`config.mk`:
```
export PLATFORM = sky130hd
export DESIGN_NAME = spi_xfer_queue
export DESIGN_NICKNAME = d
export VERILOG_FILES = /design/src/rtl/spi_pkg.sv /design/src/rtl/sync_fifo.sv /design/src/rtl/spi_xfer_queue.sv
export SDC_FILE = /design/constraint.sdc
export NUM_CORES = 1
export LEC_CHECK = 0
export ABC_AREA = 1
export CAP_MARGIN = 10
export CORE_MARGIN = 3
export CORE_UTILIZATION = 47
export CTS_BUF_LIST = sky130_fd_sc_hd__clkbuf_8 sky130_fd_sc_hd__clkbuf_16
export DETAILED_ROUTE_END_ITERATION = 7
export PLACE_DENSITY_LB_ADDON = 0.25
export SETUP_SLACK_MARGIN = 0.1
export SYNTH_ARGS = -nofsm -noshare
export SYNTH_HDL_FRONTEND = slang
export SYNTH_SLANG_ARGS = --single-unit
```
`constraint.sdc`:
```
create_clock -name clk -period 4.65 [get_ports clk]
set_clock_uncertainty 0.2 [all_clocks]
set_input_delay 0.6975 -clock clk [delete_from_list [all_inputs] [get_ports clk]]
set_output_delay 0.6975 -clock clk [all_outputs]
set_load 0.005 [all_outputs]
```
`src/rtl/spi_pkg.sv`:
```
// Shared definitions for the SPI transfer queue: config bit positions,
// frame-engine states and frame width.
package spi_pkg;

    localparam int CFG_MODE   = 7;
    localparam int CFG_LEN    = 6;
    localparam int CFG_CPOL   = 5;
    localparam int CFG_CPHA   = 4;
    localparam int CFG_DIV_HI = 3;
    localparam int CFG_DIV_LO = 1;

    localparam int FRAME_W = 16;
    localparam int BYTE_W  = 8;

    typedef enum logic [1:0] {
        IDLE,
        ISSUE,
        WAIT,
        PUSH
    } state_t;

    // Bytes per frame selected by the length bit of the config byte.
    function automatic logic [1:0] frame_bytes(input logic [7:0] c);
        return c[CFG_LEN] ? 2'd2 : 2'd1;
    endfunction

endpackage

```
`src/rtl/sync_fifo.sv`:
```
// Single-clock byte FIFO with occupancy output; pushes when full are dropped
// and pops when empty are ignored. Head entry is visible without a pop.
module sync_fifo #(
    parameter int DEPTH = 4,
    parameter int W     = 8
) (
    input  logic                     clk,
    input  logic                     rst,
    input  logic                     push,
    input  logic [W-1:0]             push_data,
    input  logic                     pop,
    output logic [W-1:0]             head,
    output logic [$clog2(DEPTH):0]   level
);
    localparam int AW = $clog2(DEPTH);
    localparam int LW = AW + 1;

    logic [W-1:0]  mem [DEPTH];
    logic [AW-1:0] wr_ptr_reg;
    logic [AW-1:0] rd_ptr_reg;
    logic [LW-1:0] level_reg;
    logic          do_push;
    logic          do_pop;

    assign do_push = push && (level_reg != LW'(DEPTH));
    assign do_pop  = pop && (level_reg != '0);

    always_ff @(posedge clk) begin
        if (do_push) begin
            mem[wr_ptr_reg] <= push_data;
        end
    end

    always_ff @(posedge clk) begin
        if (rst) begin
            wr_ptr_reg <= '0;
            rd_ptr_reg <= '0;
            level_reg  <= '0;
        end else begin
            if (do_push) wr_ptr_reg <= wr_ptr_reg + AW'(1);
            if (do_pop)  rd_ptr_reg <= rd_ptr_reg + AW'(1);
            case ({do_push, do_pop})
                2'b10:   level_reg <= level_reg + LW'(1);
                2'b01:   level_reg <= level_reg - LW'(1);
                default: level_reg <= level_reg;
            endcase
        end
    end

    assign head  = mem[rd_ptr_reg];
    assign level = level_reg;

endmodule

```
`src/rtl/spi_xfer_queue.sv`:
```
// CPU-side TX/RX byte queue feeding an SPI core with 8/16-bit frames.
// Optional sticky error flags are enabled with SPI_XFER_QUEUE_ERR_EN.
module spi_xfer_queue
    import spi_pkg::*;
#(
    parameter int DEPTH  = 4,
    parameter int DATA_W = 8
) (
    input  logic                   clk,
    input  logic                   rst,
`ifdef SPI_XFER_QUEUE_ERR_EN
    input  logic                   err_clr,
    output logic [2:0]             err,
`endif
    input  logic                   wr_en,
    input  logic                   wr_addr,
    input  logic [DATA_W-1:0]      wr_data,
    input  logic                   rd_en,
    output logic [DATA_W-1:0]      rd_data,
    output logic                   rd_valid,
    output logic [$clog2(DEPTH):0] tx_level,
    output logic [$clog2(DEPTH):0] rx_level,
    output logic                   busy,
    output logic [7:0]             cfg,
    output logic                   cfg_valid,
    output logic [FRAME_W-1:0]     tx_data,
    output logic                   tx_valid,
    input  logic                   tx_ready,
    input  logic [FRAME_W-1:0]     rx_data,
    input  logic                   rx_valid
);
    localparam int LW = $clog2(DEPTH) + 1;

    state_t              state_reg, state_next;
    logic [1:0]          cnt_reg;
    logic [7:0]          cfg_reg;
    logic                cfg_valid_reg;
    logic [FRAME_W-1:0]  tx_data_reg;
    logic [FRAME_W-1:0]  rx_buf_reg;
    logic [DATA_W-1:0]   rd_data_reg;
    logic                rd_valid_reg;

    logic [1:0]          bytes;
    logic                cfg_wr, tx_wr, cfg_accept, start;
    logic                tx_pop, rx_push, rx_pop, rx_empty;
    logic [7:0]          tx_head, rx_head, rx_push_data;
    logic [LW-1:0]       rx_space;
    logic [7:0]          rx_lane [2];

    assign bytes      = frame_bytes(cfg_reg);
    assign cfg_wr     = wr_en && !wr_addr;
    assign tx_wr      = wr_en && wr_addr;
    assign cfg_accept = cfg_wr && (state_reg == IDLE);
    assign rx_empty   = (rx_level == '0);
    assign rx_pop     = rd_en && !rx_empty;
    assign rx_space   = LW'(DEPTH) - rx_level;

    // A same-cycle config write holds off the start so the frame length
    // cannot change under a frame that is just launching.
    assign start = cfg_valid_reg && !cfg_wr &&
                   (tx_level >= LW'(bytes)) && (rx_space >= LW'(bytes));

    genvar gi;
    generate
        for (gi = 0; gi < 2; gi++) begin : g_lane
            assign rx_lane[gi] = rx_buf_reg[gi*8 +: 8];
        end
    endgenerate

    sync_fifo #(.DEPTH(DEPTH), .W(8)) u_tx_fifo (
        .clk(clk), .rst(rst), .push(tx_wr), .push_data(wr_data),
        .pop(tx_pop), .head(tx_head), .level(tx_level)
    );

    sync_fifo #(.DEPTH(DEPTH), .W(8)) u_rx_fifo (
        .clk(clk), .rst(rst), .push(rx_push), .push_data(rx_push_data),
        .pop(rx_pop), .head(rx_head), .level(rx_level)
    );

    always_ff @(posedge clk) begin
        if (rst) state_reg <= IDLE;
        else     state_reg <= state_next;
    end

    always_comb begin
        state_next = state_reg;
        case (state_reg)
            IDLE:  if (start)                state_next = ISSUE;
            ISSUE: if (tx_valid && tx_ready) state_next = WAIT;
            WAIT:  if (rx_valid)             state_next = PUSH;
            PUSH:  if (cnt_reg == bytes - 2'd1) state_next = IDLE;
            default: state_next = IDLE;
        endcase
    end

    always_comb begin
        tx_pop       = (state_reg == ISSUE) && (cnt_reg != bytes);
        tx_valid     = (state_reg == ISSUE) && (cnt_reg == bytes);
        rx_push      = (state_reg == PUSH);
        busy         = (state_reg != IDLE);
        rx_push_data = (bytes == 2'd2 && cnt_reg == 2'd0) ? rx_lane[1] : rx_lane[0];
    end

    always_ff @(posedge clk) begin
        if (rst) begin
            cnt_reg       <= '0;
            cfg_reg       <= '0;
            cfg_valid_reg <= 1'b0;
            tx_data_reg   <= '0;
            rx_buf_reg    <= '0;
            rd_data_reg   <= '0;
            rd_valid_reg  <= 1'b0;
        end else begin
            if (state_next != state_reg)  cnt_reg <= '0;
            else if (tx_pop || rx_push)   cnt_reg <= cnt_reg + 2'd1;
            if (cfg_accept) begin
                cfg_reg       <= {wr_data[7:1], 1'b0};
                cfg_valid_reg <= 1'b1;
            end
            // First popped byte lands in the low lane and shifts up on the second.
            if (tx_pop) begin
                tx_data_reg <= (cnt_reg == 2'd0) ? {8'h00, tx_head}
                                                 : {tx_data_reg[7:0], tx_head};
            end
            if (state_reg == WAIT && rx_valid) rx_buf_reg <= rx_data;
            rd_valid_reg <= rx_pop;
            if (rx_pop) rd_data_reg <= rx_head;
        end
    end

`ifdef SPI_XFER_QUEUE_ERR_EN
    logic [2:0] err_reg;
    logic [2:0] err_new;
    logic       tx_full;

    assign tx_full = (tx_level == LW'(DEPTH));
    assign err_new = {cfg_wr && (state_reg != IDLE), rd_en && rx_empty, tx_wr && tx_full};

    always_ff @(posedge clk) begin
        if (rst) err_reg <= '0;
        else     err_reg <= (err_clr ? 3'b000 : err_reg) | err_new;
    end

    assign err = err_reg;
`endif

    assign cfg       = cfg_reg;
    assign cfg_valid = cfg_valid_reg;
    assign tx_data   = tx_data_reg;
    assign rd_data   = rd_data_reg;
    assign rd_valid  = rd_valid_reg;

endmodule
```
-- Yosys cells after proc, flatten, opt, wreduce, memory -nomap -nowiden
Memory sizes are Yosys's and may differ from the RTL's. A register that Yosys moved wholly into a read port is not among the register bits.
Index checks and enable logic that the tools add are counted.
- word-level logic and storage cells: 87
- memories: 2
- memory bits (writable): 64
- output and inout bits: 42
- flip-flop bits (word level): 59
- mux-type cells: 16
- magnitude comparators: 2
- $add $sub $neg: 11
- eq/ne operators: 14
- reductions and logical operators: 29
- memory list (memory ; words ; bits a word ; read ports ; clocked after memory_dff ; wr ports ; RTL line ; RTL):
    u_rx_fifo.mem ; 4 ; 8 ; 1 ; 1 ; 1 ; sync_fifo.sv:18 ; logic [W-1:0] mem [DEPTH];
    u_tx_fifo.mem ; 4 ; 8 ; 1 ; 1 ; 1 ; sync_fifo.sv:18 ;
- operators with widths (cell ; count):
    1-bit logical AND ; 16
    16-bit two-way mux ; 1
    2-bit two-way mux ; 7
    3-bit case mux with 2 select lines ; 2
    2-bit by 1-bit adder with 2-bit output (second input constant) ; 5
    2-bit equality test (second input constant) ; 5
    8-bit two-way mux ; 1
    2-bit case mux with 4 select lines ; 1
    3-bit by 1-bit adder with 3-bit output (second input constant) ; 2
    2-bit by 1-bit equality test with 1-bit output (second input constant) ; 3
    3-bit by 2-bit greater-or-equal comparator with 1-bit output ; 2
    3-bit inequality test (second input constant) ; 2
    2-bit nonzero test ; 3
    3-bit nonzero test ; 2
    3-bit by 1-bit subtractor with 3-bit output (second input constant) ; 2
    2-bit equality test ; 2
    2-bit zero test ; 2
    1-bit two-way mux ; 4
    2-bit inequality test ; 2
    1-bit zero test ; 3
    3-bit zero test ; 1
    3-bit subtractor (first input constant) ; 1
    2-bit OR reduction ; 1
    2-bit by 1-bit subtractor with 2-bit output (second input constant) ; 1
    1-bit logical OR ; 1

-- Logic depth before layout (Yosys ltp)
Gate-level depths: netlist of run 1.
- depth after elaboration: 10
- mapped depth: 15
- depth with buffers taken out: 15

-- Modules after synthesis
From an unflattened synthesis of run 1, not the netlist that was laid out.
- cells, all modules: 586
- area total of the unflattened synthesis: 5611.6 sq um
- modules (own cells, without submodules) (module ; instances ; cells an instance ; area an instance (sq um) ; seq. area each (sq um)):
    sync_fifo ; 2 ; 144 ; 1684.1 ; 1141.1
    spi_xfer_queue ; 1 ; 298 ; 2243.4 ; 1061.0

-- Worst setup path after synthesis of run 1
OpenSTA, ideal clock, no wires.
- kind: register -> register
- start point: reg u_rx_fifo.level_reg[0] (netlist: u_rx_fifo.level[0])
- end point: reg u_rx_fifo.level_reg[2] (netlist: u_rx_fifo.level[2])
- cell stages (with the launch flop): 13
- required time: 4.328 ns
- slack: 2.104 ns
- clock period less this slack: 2.546 ns
- data arrival time: 2.224 ns
- path through: dfxtp_1 -> inv_1 -> ha_1 -> ha_1 -> nor2_1 -> clkbuf_1 -> ha_1 -> inv_1 -> fa_1 -> a21oi_1 -> o21ai_0 -> o21ai_0 -> a21oi_1
- word-level cells in the longest chain between the ends: 6
- elaborated cells between the ends (all ways): 13
- ends and longest elaborated chain (element ; RTL line ; RTL):
    start, declared ; sync_fifo.sv:21 ; logic [LW-1:0] level_reg;
    start signal, assigned ; sync_fifo.sv:43 ; 2'b10: level_reg <= level_reg + LW'(1);
    start signal, assigned ; sync_fifo.sv:44 ; 2'b01: level_reg <= level_reg - LW'(1);
    start signal, assigned ; sync_fifo.sv:45 ; default: level_reg <= level_reg;
    3-bit zero test * ; spi_xfer_queue.sv:54 ; assign rx_empty = (rx_level == '0);
    1-bit zero test * ; spi_xfer_queue.sv:55 ; assign rx_pop = rd_en && !rx_empty;
    1-bit logical AND * ; spi_xfer_queue.sv:55 ;
    via rx_pop ; spi_xfer_queue.sv:45 ; logic tx_pop, rx_push, rx_pop, rx_empty;
    1-bit logical AND * ; sync_fifo.sv:26 ; assign do_pop = pop && (level_reg != '0);
    2-bit by 1-bit equality test with 1-bit output / 2-bit equality test (equally long branches) ; sync_fifo.sv:42 ; case ({do_push, do_pop})
    3-bit case mux with 2 select lines / 2-bit nonzero test (equally long branches) ; -- ;
The timed path passes the listed nets; every way through them passes the cells marked *.
A chain may end at the register's enable or synchronous reset.

-- Worst setup path in the final report of run 1
- start point: reg cfg_reg[6] (netlist: cfg[6])
- end point: out tx_valid
- word-level cells in the longest chain between the ends: 3
- ends and longest elaborated chain (element ; RTL line ; RTL):
    start, declared ; spi_xfer_queue.sv:36 ; logic [7:0] cfg_reg;
    start signal, assigned ; spi_xfer_queue.sv:117 ; cfg_reg <= {wr_data[7:1], 1'b0};
    2-bit two-way mux ; spi_pkg.sv:24 ; return c[CFG_LEN] ? 2'd2 : 2'd1;
    2-bit equality test ; spi_xfer_queue.sv:98 ; tx_valid = (state_reg == ISSUE) && (cnt_reg == bytes);
    1-bit logical AND ; spi_xfer_queue.sv:98 ;
    end, declared ; spi_xfer_queue.sv:27 ; output logic tx_valid,
Every way passes these cells.

==> summary.md, run 1 <==
| Metric | Value |
|---|---|
| Status | finished clean |
| Pwr Density | just under 400 nW/µm² |
| Worst slew pin tran | just under 1 ns |
| Post-Route WL | between 10000 and 15000 µm |
| Cells after synthesis | around 560 |
| #FFs+latches synth | about 130 |
| Root buf cell | clkbuf_16 |
| DRT iter0 DRCs | about 270 |
| FF-to-FF Start | u_rx_fifo.level[0] |
| Resize count post-CTS | 0 |
| Net Count, Synth | 612 |
| Yosys warns | 0 |
| CP arrival | ~1.9 ns |
| Reg-to-reg slack, setup | about 2 ns |
| DR vias/cell | approximately 5.2 |
| Unique masters post-synth | 34 |
| Slowest-stage cell, CP | clkdlybuf4s50_1 |
| Asr flop ratio synth | 0 |
| Post-route minimum period | 2.83 ns |
| Die height | between 100 and 150 µm |
| Cell taking the most area after synthesis | edfxtp_1 |
| Vias in the first global route | a little under 4000 |
| Wire per inst | approximately 15 µm |
| Number of synthesized flops with an enable pin | between 60 and 70 |
| WHS | 0.249 ns |
| Fin crit share | 0.609 |
| Antenna Nets Post-Route | 0 |
| Critical path cell sequence | inv_2 > nand2_1 > nand2_2 > nand2_4 > nor3_1 > clkdlybuf4s50_1 |
| Yosys top cell area share | 0.351 |
| Dominant synthesized flop cell | dfxtp_1 |
| Pre-CTS WS | around 1.7 ns |
| Relative max-transition margin | 0.359 |
| Global-route usage over all layers | 0.187 |
| Setup crit end kind | primary output |
| Leakage | ~2.5 nW |
| Peak Freq | approximately 0.35 GHz |
| Fin Setup TNS | 0 ns |
| Initial antenna violation count | 0 |
| Largest regs | u_rx_fifo.mem: 32 flops, u_tx_fifo.mem: 32 flops |
| Area contributors post-synth | edfxtp_1 35%, dfxtp_1 25%, o21ai_0 7.3% |
| Site Rows | 38 |
| Max_cap viols | 0 |
| Post-CTS Setup Inserts | 0 |
| Layout cells sized above 1 | 0.0791 |
| First-pass GRT wire length | about 19000 µm |
| Placed Cells | 753 |
| Via count | between 4000 and 5000 |
| Critical path's largest stage delay | around 0.56 ns |
| CTS tree | built |
| Hold Startpoint | rx_buf_reg[11] |
| Chip width | roughly 110 µm |
| DP HPWL | just under 8000 µm |
| Register area share after synthesis | 0.604 |
| Pin count of the biggest net entering global routing | 35 |
| Synth-to-Final Area Change | 25.0% |
| Core box area | between 10000 and 15000 µm² |
| RePlAce Congestion | just over 0.8 |
| Remaining DRCs | 0 |
| Worst vdd rail ir drop | roughly 0.21 mV |
| Clock Latency Late Sink | between 0.4 and 0.5 ns |
| Drt first pass iters | 4 |
| Final WS setup | around 1.8 ns |
| CP Max Fanout | 6 |
| TritonCTS Buffers | 17 |
| Final Max Tran Viols | 0 |
| CTS Hold Bufs | 0 |
| RSZ-0062 raised after global routing | no |
| Setup-failing EPs final | 0 |
| Die Area | ~13000 µm² |
| Hold crit path type | reg2reg |
| Max H-tree Level | 4 |
| Crit Path Class | reg2out |
| Worst EP required | ~3.8 ns |
| Clk slew on worst S/H paths | around 0.060 ns |
| Hold Violations, Final | 0 |
| Initial Utilization | 0.492 |
| Gr ovfl total | 0 |
| Net count reported at finish | 683 |
| Synthesized area | ~5500 µm² |
| Tot Pwr | approximately 0.0027 W |
| Mapped Avg Cell Area | a little under 10 µm² |
| Top Ports | 73 |
| CP Launch Point | cfg[6] |
| Final Non-Filler Cells | about 800 |
| PortBufs | between 70 and 80 |
| Ant. Diodes | 0 |
| Startpoint types | flop |
| Clk buf depth | 2 |
| CTS sink count | ~130 |
-- logic make-up after synthesis --
family                   share of synthesized area
adder cells (fa/ha/maj)                     0.0485
XOR/XNOR                                   0.00480
other                                     0.000685
buffers and inverters                       0.0668
AO/OA/AOI/OAI                                0.139
flip-flops                                   0.604
AND/OR/NAND/NOR                              0.137
-- where the power goes --
part           leakage [nW]  internal (W)  switching (W)  total [W]
Combinational          1.11     0.0000701      0.0000831   0.000153
Sequential             1.11       0.00125      0.0000160    0.00126
Clock                 0.296      0.000809       0.000480    0.00129
-- layout by cell type, fill, tap and decap left out, drive strengths merged, types with 18 or more instances in the layout --
| master | n |
|---|---|
| nor2 | 104 |
| o21ai | 87 |
| clkdlybuf4s50 | 71 |
| clkbuf | 20 |
| dfxtp | 69 |
| nand2 | 52 |
| inv | 65 |
| a21oi | 42 |
| edfxtp | 64 |
| ha | 18 |
-- cells in the mapped netlist (2+ instances only) --
| cell | instances |
|---|---|
| inv_1 | 55 |
| nor2_1 | 103 |
| buf_2 | 8 |
| nand2_4 | 2 |
| o21ai_0 | 80 |
| edfxtp_1 | 64 |
| clkbuf_1 | 10 |
| o21ai_1 | 6 |
| dfxtp_1 | 69 |
| a31oi_1 | 9 |
| nand3_1 | 14 |
| nand2_1 | 45 |
| a21oi_1 | 41 |
| xor2_1 | 3 |
| o22ai_1 | 8 |
| fa_1 | 2 |
| nand2_2 | 4 |
| ha_1 | 18 |
| inv_2 | 5 |
-- critical path: cells and delay by family, from the launching register on --
family,cells,cell delay (ns)
buffers and inverters,2,0.70
flip-flops,1,0.36
AND/OR/NAND/NOR,4,0.47
-- path summary, 6_finish.rpt --
check	endpoint	depth (start not counted)
setup / recovery	tx_valid	6
hold / removal	rx_buf_reg[11]	2
setup reg to reg	u_rx_fifo.level[2]	12
hold reg to reg	rx_buf_reg[11]	2
-- layer usage --
| layer | GRT usage | wire, µm |
|---|---|---|
| met1 | 0.243 | 5260 |
| met2 | 0.296 | 5340 |
| met3 | 0.0637 | 735 |
| met4 | 0.0610 | 104 |
| met5 | 0 | 0 |
-- cell type report --
class                           count  area (µm²)
Fill cell                         946        4280
Clock inverter                     12        98.8
Clock buffer                       20         489
Timing Repair Buffer               73         726
Multi-Input combinational cell    345        1800
Tap cell                          140         175
Inverter                           62         245
Sequential cell                   133        3300
-- stage by stage --
step / util / cell area, µm²
3_3_place_gp: 0.562 / 6250
6_report: 0.615 / 6840
3_5_place_dp: 0.562 / 6250
4_1_cts: 0.615 / 6840
5_1_grt: 0.615 / 6840
2_1_floorplan: - / 5470
(Power assumes the default switching activity.)
==> run 2, diff against run 1 <==
==> constraint.sdc (replaced) <==
create_clock -name clk -period 2.7 [get_ports clk]
set_clock_uncertainty 0.2 [all_clocks]
set_input_delay 0.405 -clock clk [delete_from_list [all_inputs] [get_ports clk]]
set_output_delay 0.405 -clock clk [all_outputs]
set_load 0.005 [all_outputs]
==> run 2 against run 1 <==
- first-iteration DRC count fell by 13%
- register-to-register slack got worse by 1.8 ns
- hold slack got worse by 0.0027 ns
- global-route usage rose by 0.46 points
- sequential power rose by 72%
- critical path depth rose by 5
- utilization rose by 1.6 points
- clock power rose by 89%
- routed wire length rose by 3.6%
- final cell count rose by 1.7%
- power rose by 80%
- combinational power rose by 78%
- critical endpoint is now u_rx_fifo.level[2]
- largest cell class unchanged
- highest routed layer unchanged
==> summary.md, run 2 (same netlist as run 1, synthesis figures left out) <==
| Metric | Value |
|---|---|
| Status | finished clean (unchanged) |
| Hold Startpoint | rx_buf_reg[12] (was rx_buf_reg[11]) |
| Worst vdd rail ir drop | 0.394 mV (was 0.214 mV) |
| Wire length on met3 | 771 µm (was 735 µm) |
| DR vias/cell | 5.13 (was 5.16) |
| Internal | 0.00386 W (was 0.00212 W) |
| Drt first pass iters | 4 (unchanged) |
| Design area | 7020 µm² (was 6840 µm²) |
| Remaining DRCs | 0 (unchanged) |
| WL met2 | 5540 µm (was 5340 µm) |
| Leakage | 2.62 nW (was 2.52 nW) |
| Ant. Diodes | 0 (unchanged) |
| Post-route minimum period | around 2.5 ns |
| Startpoint types | flop (unchanged) |
| First-pass GRT wire length | 19500 µm (was 18900 µm) |
| Hold Violations, Final | 0 (unchanged) |
| FF-to-FF Start | u_rx_fifo.level[0] (unchanged) |
| Layout cells sized above 1 | 0.112 (was 0.0791) |
| Wire per inst | 14.9 µm (was 14.6 µm) |
| Vias in the first global route | 4100 (was 3974) |
| Hold depth | 2 (unchanged) |
| Pre-CTS WS | 0.188 ns (was 1.73 ns) |
| Met1 Routed Length | 5350 µm (was 5260 µm) |
| Reg-to-Reg End | u_rx_fifo.level[2] (unchanged) |
| Final WS setup | 0.198 ns (was 1.82 ns) |
| RePlAce Congestion | 0.776 (was 0.824) |
| Commonest non-fill, non-tap cell in the layout | nor2_1 (unchanged) |
| Pwr Density | 694 nW/µm² (was 395 nW/µm²) |
| Antenna Nets Post-Route | 0 (unchanged) |
| DP HPWL | 8180 µm (was 7760 µm) |
| Clk slew on worst S/H paths | 0.06 ns (about the same) |
| Leading cell types in the layout, fill and taps excluded | 102 x nor2_1, 76 x o21ai_0, 71 x clkdlybuf4s50_1 (was 103 x nor2_1, 80 x o21ai_0, 71 x clkdlybuf4s50_1) |
| Switching portion of total power | 0.208 (was 0.214) |
| RSZ-0062 raised after global routing | yes (was no) |
| Sequential power share | 0.445 (was 0.466) |
| Share of the core filled with cells | 0.631 (was 0.615) |
| Fin Setup TNS | 0 ns (unchanged) |
| Initial antenna violation count | 0 (unchanged) |
| Global-route usage over all layers | 0.191 (was 0.187) |
| CP arrival | 2.59 ns (was 1.93 ns) |
| Initial Utilization | 0.492 (unchanged) |
| CTS tree | built (unchanged) |
| DRT iter0 DRCs | 231 (was 267) |
| Worst Hold Endpoint | rx_buf_reg[12] (was rx_buf_reg[11]) |
| Post-CTS Setup Inserts | 0 (unchanged) |
| Core box area | 11100 µm² (unchanged) |
| PortBufs | 71 (unchanged) |
| Sw Pwr | 0.00101 W (was 0.000579 W) |
| Hold crit path type | reg2reg (unchanged) |
| Crit Path Class | reg2reg (was reg2out) |
| Clock Latency Late Sink | 0.41 ns (about the same) |
| Die Area | 13000 µm² (unchanged) |
| Net count reported at finish | 696 (was 683) |
| Fin crit share | 0.927 |
| Gr ovfl total | 0 (unchanged) |
| Chip width | 114 µm (unchanged) |
| Worst EP required | 2.78 ns (was 3.75 ns) |
| Via count | 4091 (was 4049) |
| Cell depth of the worst flop-to-flop path | 11 (was 12) |
| Max_cap viols | 0 (unchanged) |
| Top Ports | 73 (unchanged) |
| Final Max Tran Viols | 0 (unchanged) |
| Clk buf depth | 2 (unchanged) |
| Layout fillers | 906 (was 946) |
| Post-Route WL | 11900 µm (was 11400 µm) |
| CTS sink count | 133 (unchanged) |
| Post-placement cell area | 6350 µm² (was 6250 µm²) |
| Clk network pwr share | 0.499 (was 0.477) |
| Setup-failing EPs final | 0 (unchanged) |
| Setup crit end kind | flop (was primary output) |
| Site Rows | 38 (unchanged) |
| Pin count of the biggest net entering global routing | 33 (was 35) |
| TritonCTS Buffers | 17 (unchanged) |
| Relative max-transition margin | 0.633 (was 0.359) |
| Synth-to-Final Area Change | 28.3% (was 25.0%) |
| Worst slew pin tran | 0.545 ns (was 0.960 ns) |
| Register Area | 3310 µm² (was 3300 µm²) |
| Multi-input logic area | 1810 µm² (was 1800 µm²) |
| Root buf cell | clkbuf_16 (unchanged) |
| Max H-tree Level | 4 (unchanged) |
| CP Max Fanout | 5 (was 6) |
| Comb power frac | 0.056 (was 0.057) |
| Largest regs | u_rx_fifo.mem: 32 flops, u_tx_fifo.mem: 32 flops (unchanged) |
| Reg-to-reg slack, setup | 0.20 ns (was 2.01 ns) |
| Peak Freq | between 0.3 and 0.4 GHz |
| Die height | 114 µm (unchanged) |
| Highest metal used | met4 (unchanged) |
==> run 2: worst max path at each step <==
stage | start | endpoint | slack, ns
6_report | u_rx_fifo.level[0] | u_rx_fifo.level[2] | 0.20
5_1_grt | u_rx_fifo.level[1] | u_rx_fifo.level[2] | 0.05
4_1_cts | u_rx_fifo.level[0] | u_rx_fifo.level[2] | 0.10
3_5_place_dp | cfg[6] | u_tx_fifo.level[2] | 0.19
3_3_place_gp | rd_en | u_rx_fifo.level[2] | 0.30
2_1_floorplan | u_rx_fifo.level[0] | u_rx_fifo.level[2] | 0.15
==> run 2: per-layer routing <==
metal,vias to the layer above,global-route usage
met4,0,0.0823
li1,2050,-
met5,-,0
met2,119,0.306
met1,1904,0.248
met3,18,0.0493
==> run 2: area by class of cell <==
cell class,instances,share of cell area
clock buffer,25,0.0827
tap,140,0.0249
clock inverter,7,0.0105
timing repair buffer,86,0.117
sequential,133,0.471
inverter,62,0.0356
multi-input combinational,345,0.258
==> run 2: repair_timing <==
action                     4_1_cts  5_1_grt
hold buffers                     0        0
setup endpoints to repair        1        3
pin swaps                        0        1
gates resized for setup          1       12
==> run 2: power groups by stage <==
stage | Clock [W] | Sequential, W | Combinational (W)
after floorplan | 0 | 0.00221 | 0.000141
after CTS | 0.00246 | 0.00217 | 0.000272
after global placement | 0 | 0.00221 | 0.000263
after detailed placement | 0 | 0.00221 | 0.000270
final | 0.00244 | 0.00217 | 0.000272
after global routing | 0.00255 | 0.00217 | 0.000303
==> run 2: worst max-delay path, stage by stage, from the launching register on <==
cell and delay [ns]:
dfxtp_1 0.34, inv_2 0.08, ha_1 0.24, ha_1 0.22, nor2_2 0.14, ha_1 0.15
inv_1 0.07, fa_1 0.39, a21oi_1 0.16, o21ai_1 0.12, o21ai_1 0.19, a21oi_1 0.08
==> run 2: stage by stage <==
stage | std cells | hold WS, ns | power (W)
3_3_place_gp | 766 | 0.233 | 0.00247
5_1_grt | 798 | 0.276 | 0.00503
2_1_floorplan | 561 | 0.224 | 0.00235
3_5_place_dp | 766 | 0.239 | 0.00248
4_1_cts | 798 | 0.250 | 0.00490
6_report | 798 | 0.246 | 0.00488
